### src/rtl/tcam_ctrl_pkg.sv
// Shared op-codes and FSM state encoding for the TCAM controller.
package tcam_ctrl_pkg;

    typedef enum logic [1:0] {
        OP_SEARCH = 2'b00,
        OP_WRITE  = 2'b01,
        OP_CLEAR  = 2'b10,
        OP_RSVD   = 2'b11
    } op_e;

    typedef enum logic [2:0] {
        S_IDLE,
        S_SEARCH,
        S_WRITE,
        S_CLR_LO,
        S_CLR_HI,
        S_RESP
    } state_e;

endpackage

### src/rtl/tcam_ctrl_sat_cnt.sv
// Saturating up-counter used for the hit/miss statistics.
module tcam_ctrl_sat_cnt #(
    parameter int W = 16
) (
    input  logic         clk,
    input  logic         rst_n,
    input  logic         inc,
    output logic [W-1:0] count
);

    always_ff @(posedge clk or negedge rst_n) begin
        if (!rst_n)
            count <= '0;
        else if (inc && (count != '1))
            count <= count + 1'b1;
    end

endmodule

### src/rtl/tcam_ctrl.sv
// Request/response front end for an external TCAM: search, single write,
// and a clear-all sweep that pulses the write strobe once per entry.
module tcam_ctrl
    import tcam_ctrl_pkg::*;
#(
    parameter int N         = 2,
    parameter int WORD_SIZE = 2,
    parameter int CNT_W     = 16
) (
    input  logic                 clk,
    input  logic                 rst_n,
    input  logic                 req_valid,
    output logic                 req_ready,
    input  logic [1:0]           req_op,
    input  logic [WORD_SIZE-1:0] req_data,
    input  logic [WORD_SIZE-1:0] req_data_x,
    input  logic [N-1:0]         req_addr,
    output logic                 resp_valid,
    input  logic                 resp_ready,
    output logic                 resp_hit,
    output logic [N-1:0]         resp_addr,
    output logic                 resp_err,
    output logic [CNT_W-1:0]     hit_count,
    output logic [CNT_W-1:0]     miss_count,
    output logic [WORD_SIZE-1:0] t_data,
    output logic [WORD_SIZE-1:0] t_data_x,
    output logic                 t_w_r_bar,
    output logic [N-1:0]         t_write_address,
    input  logic [N-1:0]         t_address,
    input  logic                 t_match_flag
);

    localparam logic [N-1:0] LAST_IDX = '1;

    state_e       state, state_nxt;
    logic [N-1:0] idx;
    logic         search_done;

    always_ff @(posedge clk or negedge rst_n) begin
        if (!rst_n)
            state <= S_IDLE;
        else
            state <= state_nxt;
    end

    always_comb begin
        state_nxt = state;
        case (state)
            S_IDLE: begin
                if (req_valid) begin
                    case (op_e'(req_op))
                        OP_SEARCH: state_nxt = S_SEARCH;
                        OP_WRITE:  state_nxt = S_WRITE;
                        OP_CLEAR:  state_nxt = S_CLR_LO;
                        default:   state_nxt = S_RESP;
                    endcase
                end
            end
            S_SEARCH: state_nxt = S_RESP;
            S_WRITE:  state_nxt = S_RESP;
            S_CLR_LO: state_nxt = S_CLR_HI;
            S_CLR_HI: state_nxt = (idx == LAST_IDX) ? S_RESP : S_CLR_LO;
            S_RESP:   if (resp_ready) state_nxt = S_IDLE;
            default:  state_nxt = S_IDLE;
        endcase
    end

    assign req_ready   = (state == S_IDLE);
    assign resp_valid  = (state == S_RESP);
    // The TCAM latches on a 0->1 strobe, hence the LO/HI pair per clear entry.
    assign t_w_r_bar   = (state == S_WRITE) || (state == S_CLR_HI);
    assign search_done = (state == S_SEARCH);

    always_ff @(posedge clk or negedge rst_n) begin
        if (!rst_n) begin
            t_data          <= '0;
            t_data_x        <= '0;
            t_write_address <= '0;
            idx             <= '0;
            resp_hit        <= 1'b0;
            resp_addr       <= '0;
            resp_err        <= 1'b0;
        end else begin
            case (state)
                S_IDLE: begin
                    if (req_valid) begin
                        case (op_e'(req_op))
                            OP_SEARCH: begin
                                t_data   <= req_data;
                                t_data_x <= req_data_x;
                            end
                            OP_WRITE: begin
                                t_data          <= req_data;
                                t_data_x        <= req_data_x;
                                t_write_address <= req_addr;
                            end
                            OP_CLEAR: begin
                                t_data          <= '0;
                                t_data_x        <= '0;
                                t_write_address <= '0;
                                idx             <= '0;
                            end
                            default: begin
                                resp_hit  <= 1'b0;
                                resp_addr <= '0;
                                resp_err  <= 1'b1;
                            end
                        endcase
                    end
                end
                S_SEARCH: begin
                    resp_hit  <= t_match_flag;
                    resp_addr <= t_address;
                    resp_err  <= 1'b0;
                end
                S_WRITE: begin
                    resp_hit  <= 1'b0;
                    resp_addr <= t_write_address;
                    resp_err  <= 1'b0;
                end
                S_CLR_HI: begin
                    if (idx == LAST_IDX) begin
                        resp_hit  <= 1'b0;
                        resp_addr <= '0;
                        resp_err  <= 1'b0;
                    end else begin
                        idx             <= idx + 1'b1;
                        t_write_address <= idx + 1'b1;
                    end
                end
                default: ;
            endcase
        end
    end

    tcam_ctrl_sat_cnt #(.W(CNT_W)) u_hit_cnt (
        .clk   (clk),
        .rst_n (rst_n),
        .inc   (search_done && t_match_flag),
        .count (hit_count)
    );

    tcam_ctrl_sat_cnt #(.W(CNT_W)) u_miss_cnt (
        .clk   (clk),
        .rst_n (rst_n),
        .inc   (search_done && !t_match_flag),
        .count (miss_count)
    );

endmodule

### config.mk
export PLATFORM = sky130hd
export DESIGN_NAME = tcam_ctrl
export DESIGN_NICKNAME = d
export VERILOG_FILES = /design/src/rtl/tcam_ctrl_pkg.sv /design/src/rtl/tcam_ctrl_sat_cnt.sv /design/src/rtl/tcam_ctrl.sv
export SDC_FILE = /design/constraint.sdc
export NUM_CORES = 1
export LEC_CHECK = 0
export CORE_MARGIN = 2
export CORE_UTILIZATION = 39
export CTS_CLUSTER_DIAMETER = 60
export DETAILED_ROUTE_END_ITERATION = 8
export DONT_BUFFER_PORTS = 1
export MAX_ROUTING_LAYER = met4
export PLACE_DENSITY = 0.56
export SYNTH_ARGS = -nofsm -noshare
export SYNTH_HDL_FRONTEND = slang
export SYNTH_SLANG_ARGS = --single-unit
### constraint.sdc
create_clock -name clk -period 1.9 [get_ports clk]
set_input_delay 0.19 -clock clk [delete_from_list [all_inputs] [get_ports clk]]
set_output_delay 0.19 -clock clk [all_outputs]
set_load 0.02 [all_outputs]
; ---- After elaboration in Yosys (flattened, before gate mapping)
; Cells that the tools add are included.
[totals]
ff_bits = 47
word_cells = 76
[op_classes]
n_addsub = 3
eq_ne = 17
mux = 25
n_reduce_logical = 21
[op_table]
columns = op, n
row1 = $add A16 B1 Y16 const B, 2
row2 = $ne A16 B16 Y1 const B, 2
row3 = $pmux W2 S2, 5
row4 = $reduce_and A4 Y1, 4
row5 = $pmux W3 S5, 1
row6 = $mux W2, 7
row7 = $mux W3, 3
row8 = $pmux W3 S3, 1
row9 = $pmux W2 S4, 1
row10 = $eq A3 B2 Y1 const B, 2
row11 = $eq A3 B3 Y1 const B, 2
row12 = $ne A2 B1 Y1 const B, 3
row13 = $ne A2 B2 Y1 const B, 3
row14 = $mux W1, 5
row15 = $eq A2 B2 Y1 const B, 2
row16 = $logic_and A1 B1 Y1, 4
row17 = $pmux W1 S4, 1
row18 = $reduce_bool A2 Y1, 2
row19 = $reduce_bool A4 Y1, 1
row20 = $reduce_or A2 Y1, 2
row21 = $eq A3 B1 Y1 const B, 1
row22 = $logic_not A3 Y1, 1
row23 = $ne A3 B1 Y1 const B, 1
row24 = $pmux W1 S3, 1
row25 = 9 further kinds, 9

; ---- Longest topological paths before layout
; Gate-level depths: netlist of run 1.
[logic_depth]
word_depth = 5
mapped_depth = 6

; ---- Modules after synthesis
; From an unflattened synthesis of run 1, not the netlist that was laid out.
[hier_totals]
cells_unflattened = 223
area_unflattened_um2 = 2673.8
[modules_own_cells]
columns = mod, instances, cells_each, area_per_inst_um2, seq_area_each_um2
row1 = tcam_ctrl_sat_cnt, 2, 72, 859.6, 400.4
row2 = tcam_ctrl, 1, 79, 954.7, 375.4

; ---- Least setup slack after synthesis of run 1
; Ideal clock, no wire load.
[synth_timing]
path_kind = register to register
from = register u_miss_cnt.count[0]
to = register u_miss_cnt.count[1]
setup_ns = 0.128
t_arrival_ns = 1.927
setup_slack_ns = -0.155
stages_incl_launch_ff = 7
n_path_buf = 1
synth_period_minus_slack_ns = 2.055
cell_sequence = dfrtp_1 > ha_1 > nand3_1 > or4_1 > clkbuf_1 > o21ai_2 > mux2_1
[synth_via]
elab_chain_len = 2
[synth_lines]
columns = item, line
row1 = start: declaration, tcam_ctrl_sat_cnt.sv:8  ; output logic [W-1:0] count
row2 = start signal: assignment, tcam_ctrl_sat_cnt.sv:15  ; count <= count + 1'b1;
row3 = branches (longest 2 deep; another with $add A16 B1 Y16), --
; Several ways; the timed one is not identified.
; A chain may end at the register's enable or synchronous reset.

; ---- Worst setup path after layout of run 1
[layout_timing]
from = register state[2]
to = register u_miss_cnt.count[10]
[layout_via]
elab_chain_len = 3
[layout_lines]
columns = item, line
row1 = start: declaration, tcam_ctrl.sv:35  ; state_e state, state_nxt;
row2 = start signal: assignment, tcam_ctrl.sv:43  ; state <= state_nxt;
row3 = $eq A3 B1 Y1, tcam_ctrl.sv:72  ; assign search_done = (state == S_SEARCH);
row4 = $logic_and A1 B1 Y1, tcam_ctrl.sv:146  ; .inc (search_done && !t_match_flag),
row5 = $logic_and A1 B1 Y1, tcam_ctrl_sat_cnt.sv:14  ; else if (inc && (count != '1))
; Every way passes these cells.

==> results of run 1 <==
-- where the power goes --
part	internal (mW)	total, mW	switching (mW)
Combinational	0.681	1.52	0.841
Clock	0.258	0.601	0.343
Sequential	1.25	1.53	0.282
-- repair_timing --
item,4_1_cts,5_1_grt
pin swaps,0,3
setup endpoints to repair,5,9
hold buffers,2,0
setup buffers,0,3
resized for setup,6,8
hold endpoints to repair,47,0
-- kinds of logic after synthesis --
group | Yosys count | synth area share (%)
DFF | 47 | 46.7
xor gates and xnor gates | 20 | 6.95
muxes | 15 | 6.46
and+or+nand+nor | 94 | 21.5
buffers and inverters | 15 | 2.33
AOI/OAI and AO/OA | 45 | 12.1
adders and majority gates | 8 | 3.97
-- state kept, by name, indices dropped and copies added (netlist names), 2 cells and up --
signal and cells:
u_hit_cnt.count 16, u_miss_cnt.count 16, state 3, idx 2, resp_addr 2, t_data 2
t_data_x 2, t_write_address 2
-- worst paths after layout --
path	start	end	slack, ns	depth (start not counted)
setup / recovery	state[2]$_DFFE_PN0P_	u_miss_cnt.count[10]$_DFFE_PN0P_	0.05	5
hold / removal	req_data[0]	t_data[0]$_DFFE_PN0P_	0.03	2
setup reg to reg	state[2]$_DFFE_PN0P_	u_miss_cnt.count[10]$_DFFE_PN0P_	0.05	5
hold reg to reg	idx[1]$_DFFE_PN0P_	idx[1]$_DFFE_PN0P_	0.53	2
max in group asynchronous	rst_n	u_miss_cnt.count[1]$_DFFE_PN0P_	1.24	2
min in group asynchronous	rst_n	u_miss_cnt.count[12]$_DFFE_PN0P_	0.44	2
-- critical path: stages (launching register included) --
cell and delay, ns:
dfrtp_1 0.40, or4b_4 0.55, nor4_4 0.30, buf_4 0.16
nand2_2 0.05, mux2_4 0.29
-- metrics by stage --
step / hold WS (ns) / utilization, %
2_1_floorplan: -0.106 / -
3_3_place_gp: -0.104 / 46.4
3_5_place_dp: -0.104 / 46.4
4_1_cts: 0.0198 / 48.9
5_1_grt: 0.0271 / 49.9
6_report: 0.0347 / 49.9
-- cell type report --
class                           instances  area, µm²
Clock inverter                          2       12.5
Clock buffer                            6       72.6
Fill cell                             612       3160
Multi-Input combinational cell        182       1370
Sequential cell                        47       1180
Inverter                                6       22.5
Tap cell                               77       96.3
Timing Repair Buffer                   50        398
-- placed cells by master, fill, tap and decap left out, types with 6 or more instances in the layout --
cell type and count:
buf_4 48, dfrtp_1 45, nand2_1 21, a21oi_1 13, xor2_1 11, nand3_1 10
xnor2_1 9, nand4_1 9, nor3_1 8, nand2b_1 8, ha_1 8, nor2b_1 7
o21ai_0 7, mux2_2 7, inv_1 6
-- layer usage --
metal / GRT usage, % / up-vias / wire length (µm)
li1: - / 984 / -
met4: 5.19 / 0 / 59
met3: 4.03 / 6 / 354
met2: 27.6 / 65 / 2770
met1: 21.3 / 988 / 2510
met5: - / - / 0
==> results.md, run 1 <==
Final layout:
- The synthesis-to-layout area growth is 25.1%.
- The number of standard cells in the layout, taps in and fillers out is 370.
- The final layout contains 315 nets.
- The post-route cell area is between 0.003 and 0.004 mm².
- The post-route netlist has between 20% and 30% of its cells at a drive strength greater than 1.
- The number of antenna diodes in the final layout is 0.

STA:
- The final-report hold violation count is 0.
- The sum of negative setup slack is 0 ns.
- Setup repair after global routing could not meet its margin everywhere.
- The number of pins with negative max-slew slack in the final report is 0.
- Headroom to the max-slew limit came out at 60.2%.
- The setup skew after layout is about 0.0058 ns.
- The worst path uses just under 100% of the clock period.
- The minimum clock period is approximately 1.9 ns.
- The transition at the pin with the smallest max-transition slack is roughly 0.6 ns.
- Setup slack closes at about 0.048 ns.
- The setup-violating endpoint count in the final report is 0.
- Static timing analysis puts the maximum clock frequency at ~540 MHz.

Drt:
- The DRC violation count after routing is 0.
- The wire length reported by the detailed router is 5700 µm.
- The total vias in the final route is slightly above 2000.
- The average vias per placed instance is roughly 5.5.
- The initial DRC count is between 100 and 150.
- The count of antenna-violating nets left after detailed routing is 0.
- Before antenna repair, the detailed router went through 4 iterations.
- Dividing the detail-routed wire length by the instance count gives roughly 15 µm.

Yosys:
- Summed over its instances, the top area cell type makes up between 40% and 50% of the synthesized netlist area.
- The number of warning messages in the yosys log is 0.
- The largest total area in the synthesized netlist belongs to dfrtp_1.
- Synthesis produced a netlist with a net count of approximately 270.
- The commonest register cell after synthesis is dfrtp_1.
- The cell area after synthesis is between 0.002 and 0.003 mm².
- The number of different library cells used by synthesis comes to 51.
- The proportion of synthesized chip area in sequential cells is a little under half.
- Yosys attributes the largest share of cell area to dfrtp_1 47%, ha_1 4.0%, xor2_1 3.8%.
- In this run, synthesis inferred 0 flip-flops with an integrated enable.
- After synthesis, the mean cell area works out to a little over 10 µm².
- Counting instances in the post-synthesis netlist gives the leading cell types as 47 x dfrtp_1, 22 x nand2_1, 13 x a21oi_1, 11 x nand3_1, 11 x xor2_1.
- Synthesis inferred 47 register bits.
- The number of cells produced by synthesis is approximately 240.
- The fraction of registers with async set/reset is between 90% and 100%.
- The most frequent cell after synthesis is dfrtp_1.

CTS:
- The clock tree from TritonCTS is yes.
- The worst-skew pair later-pin latency is 0.29 ns.
- The number of sinks driven by the clock tree is 47.
- The tree is rooted in a clkbuf_8.
- The total CTS buffers is 5.
- After clock tree synthesis, the clock-pin slew on the worst setup and hold paths is 0.09 ns.
- CTS built an H-tree with a depth of 2.
- The clock passes through at most 2 buffers.

Setup path:
- The start-to-end type of the worst setup path is reg -> reg.
- Of all nets on the critical path, the largest fanout is 3.
- The capturing element type of the critical path is a flop.
- The nature of the critical path startpoint is a flop.
- The critical path data arrival time is 2.04 ns.
- The required time of the worst setup path is about 2.1 ns.

GRT:
- In the global route stage, overall resource usage came out at 17.0%.
- Entering global routing, the biggest net connects 48 pins.
- The number of global-route vias before repair is between 1500 and 2000.
- The wire length of the first global-routing pass is 9630 µm.
- The initial antenna violation count is 0.
- After global routing the overflow that remains totals 0.

Power and ir drop:
- The power per cell area is around 1200 mW/mm².
- The total power of the final layout is 3.65 mW.
- Summed over all cells, the static leakage comes to between 1 and 1.5 nW.
- The worst-case IR drop observed on VDD is ~0.00067 V.

Min path:
- The path class of the tightest hold or removal check is in -> reg.

Floorplanning:
- Measured along the y axis, the die boundary spans 84.4 µm.
- The full die area is 0.00712 mm².
- The core region is between 0.006 and 0.007 mm².
- The floorplan has 29 rows.
- The number of I/O pins is 60.
- Measured along the x axis, the die boundary spans between 80 and 90 µm.
- Once the floorplan was initialized, standard cells occupied roughly 40% of the core.

Run status:
- The flow ran to the end, and the final reports show no timing, DRC or antenna violations.

Job:
- Across the run, the number of max-cap violations was 0.

Place:
- The global placement routability congestion is 0.791.
- After detailed placement, the total cell area comes to slightly below 0.003 mm².
- The number of placed instances with taps included is between 300 and 400.
- Detailed placement ended at an HPWL of around 4200 µm.
- At the placement stage, the worst setup path has a slack of -0.102 ns.
- Buffers placed on the I/O ports in this run total 0.
No activity file was read; power rests on OpenSTA's default activity.
==> run 2: changes to the inputs <==
RECOVER_POWER = 100   (was default)
==> run 2 against run 1 <==
Highest routed layer unchanged. Largest power group unchanged. Critical endpoint unchanged. Count of clock-buffer cells in the layout is the same. Final area decreased by 3.5%. Critical path type unchanged. Non-clock buffer count is the same. Critical path depth unchanged. Core utilization shrank 1.7 points.
==> results.md, run 2 (same netlist as run 1, synthesis figures left out) <==
Run status:
- The run finished with clean final reports.

STA:
- The slack of the critical path is ~0.049 ns.
- The final-report hold violation count came to 0.
- The minimum clock period is ~1.9 ns.
- The number of pins with negative max-slew slack in the final report came to 0.
- The sum of negative setup slack is 0 ns.
- Setup repair after global routing could not meet its margin everywhere.
- Setup violations remaining at the end of the flow were counted as 0.
- Measured against its own limit, the worst slew margin works out to a little over a fifth.
- Clock skew on the completed layout was measured at 0.00489 ns.
- At the pin with the least slew margin, the transition time is ~1.2 ns.
- The achievable frequency is roughly 540 MHz.
- The worst hold slack after final layout is 0.0319 ns.
- The final worst-path cycle share is approximately 97%.

Floorplanning:
- The height of the die is 84.4 µm.
- The count of standard-cell rows is 29.
- Pin placement for this block handled 60 I/O pins.
- The horizontal extent of the die is between 80 and 90 µm.
- The initial core utilization is about two fifths.
- The floorplan step defined a core boundary enclosing 0.00631 mm².
- The floorplan step defined a die boundary enclosing 0.00712 mm².

Setup path:
- The nature of the critical path startpoint is a flop.
- The register-to-register path setup slack is just under 0.05 ns.
- The start-to-end type of the worst setup path is reg -> reg.
- In this run the worst path has a maximum fanout of 3.
- The critical path data arrival time is 2.04 ns.
- The capturing element type of the critical path is a flop.
- The required time of the worst setup path is 2.09 ns.

Final layout:
- After the last flow step, the layout net total stands at approximately 320.
- The repair_antennas step left the layout with diodes totalling 0.
- Compared with the post-synthesis result, the final layout area differs by 20.8%.
- The finished cells cover just over 0.003 mm².
- Leaving out fill and tap cells, the most frequent cell in the layout is dfrtp_1.
- The largest registers in the layout are u_hit_cnt.count x16, u_miss_cnt.count x16, state x3.
- The share of layout cells above drive strength 1 is approximately a fifth.
- Leaving out fill and tap cells, the most frequent cells in the layout are 45 x dfrtp_1, 25 x buf_4, 24 x clkbuf_1, 21 x nand2_1, 13 x a21oi_1.
- Excluding fillers, the count of instances in the completed layout stands at 370.

Place:
- The count of buffers inserted at the top-level ports is 0.
- The global placement routability congestion is roughly 0.79.
- The post-DP HPWL is 4180 µm.
- The cell area reported after detailed placement is 0.00293 mm².
- Prior to clock tree synthesis, the placed netlist has a worst setup slack of -0.102 ns.
- The number of placed instances, taps included, is between 300 and 400.

Drt:
- Dividing the detail-routed wire length by the instance count gives between 15 and 20 µm.
- The average vias per placed instance is 5.49.
- The detail route stage leaves a number of antenna-violating nets equal to 0.
- For this run, the detailed router's first-pass iteration total came to 4.
- The wire length reported by the detailed router is roughly 5700 µm.
- For this block, the initial DRC count from the detailed router was 100.
- In the routed design, unresolved DRC markers number 0.
- The routed layout has between 2000 and 2500 vias.

CTS:
- In this run, CTS created clock tree buffers numbering 5.
- The clock edge transition at the registers on the reported setup and hold paths is 0.09 ns.
- The number of sinks driven by the clock tree is between 40 and 50.
- The worst-skew pair later-pin latency is 0.29 ns.
- The depth of the CTS H-tree is 2.
- The number of buffers between clock root and the deepest sink is 2.
- TritonCTS built the clock tree.
- The buffer cell driving the clock tree root is clkbuf_8.

GRT:
- The wire length of the first global-routing pass is 9630 µm.
- The global-route congestion overflow total is 0.
- The initial antenna violation count is 0.
- The pin count of the biggest net entering global routing is 48.
- The global router's overall resource usage is between 10% and 20%.
- The number of global-route vias before repair was between 1500 and 2000.

Power and ir drop:
- Power spread over the standard cell area amounts to between 1000 and 1500 mW/mm².
- The worst-case IR drop observed on VDD is approximately 0.00066 V.
- For this design the static power due to leakage is approximately 1.4 nW.

Min path:
- The path class of the tightest hold or removal check is in -> reg.

Job:
- The count of maximum capacitance violations is 0.
## run 2: cell types whose count changed in the layout (fill, tap and decap cells not counted)
cell      change
buf_16        -1
clkbuf_1     +23
buf_4        -23
clkbuf_2      +1
## run 2: repair_timing
item / 4_1_cts / 5_1_grt
hold buffers: 2 / 0
setup buffers: 0 / 3
pin swaps: 0 / 3
hold endpoints to repair: 47 / 0
gates resized for setup: 6 / 8
endpoints found under the setup margin: 5 / 9
cloned: 0 / 0
## run 2: final cells by class
cell class | instances | area, µm²
timing repair buffer | 50 | 289
clock buffer | 6 | 72.6
clock inverter | 2 | 12.5
sequential | 47 | 1180
tap | 77 | 96.3
multi-input combinational | 182 | 1370
inverter | 6 | 22.5
fill | 632 | 3270
## run 2: routing by layer
| metal | share of wire, % | vias to the layer above | global-route usage [%] |
|---|---|---|---|
| met5 | 0 | - | - |
| met4 | 1.1 | 0 | 5.19 |
| met3 | 6.0 | 6 | 4.03 |
| met2 | 48 | 51 | 27.6 |
| met1 | 45 | 989 | 21.3 |
| li1 | - | 986 | - |
## run 2: power breakdown
group          internal (mW)  switching [mW]  leakage (nW)
Sequential              1.25           0.279         0.618
Clock                  0.258           0.345        0.0412
Combinational          0.623           0.844         0.712
## run 2: worst max-delay path: stages (launching register included)
cell     delay [ns]
dfrtp_1        0.40
or4b_4         0.55
nor4_4         0.30
buf_4          0.16
nand2_2        0.05
mux2_4         0.29
## run 2: metrics by stage
step                      utilization, %  power [mW]
after global routing                48.2        3.84
after floorplan                        -        2.52
final                               48.2        3.60
after global placement              46.4        2.98
after detailed placement            46.4        3.01
after CTS                           48.9        3.66
## run 2: final timing paths
kind,from,end,cells past startpoint
worst max-delay path,state[2]$_DFFE_PN0P_,u_miss_cnt.count[10]$_DFFE_PN0P_,5
worst min-delay path,req_data[0],t_data[0]$_DFFE_PN0P_,2
worst max register to register,state[2]$_DFFE_PN0P_,u_miss_cnt.count[10]$_DFFE_PN0P_,5
worst min register to register,idx[1]$_DFFE_PN0P_,idx[1]$_DFFE_PN0P_,2
max in group asynchronous,rst_n,u_miss_cnt.count[1]$_DFFE_PN0P_,2
min in group asynchronous,rst_n,u_hit_cnt.count[13]$_DFFE_PN0P_,2
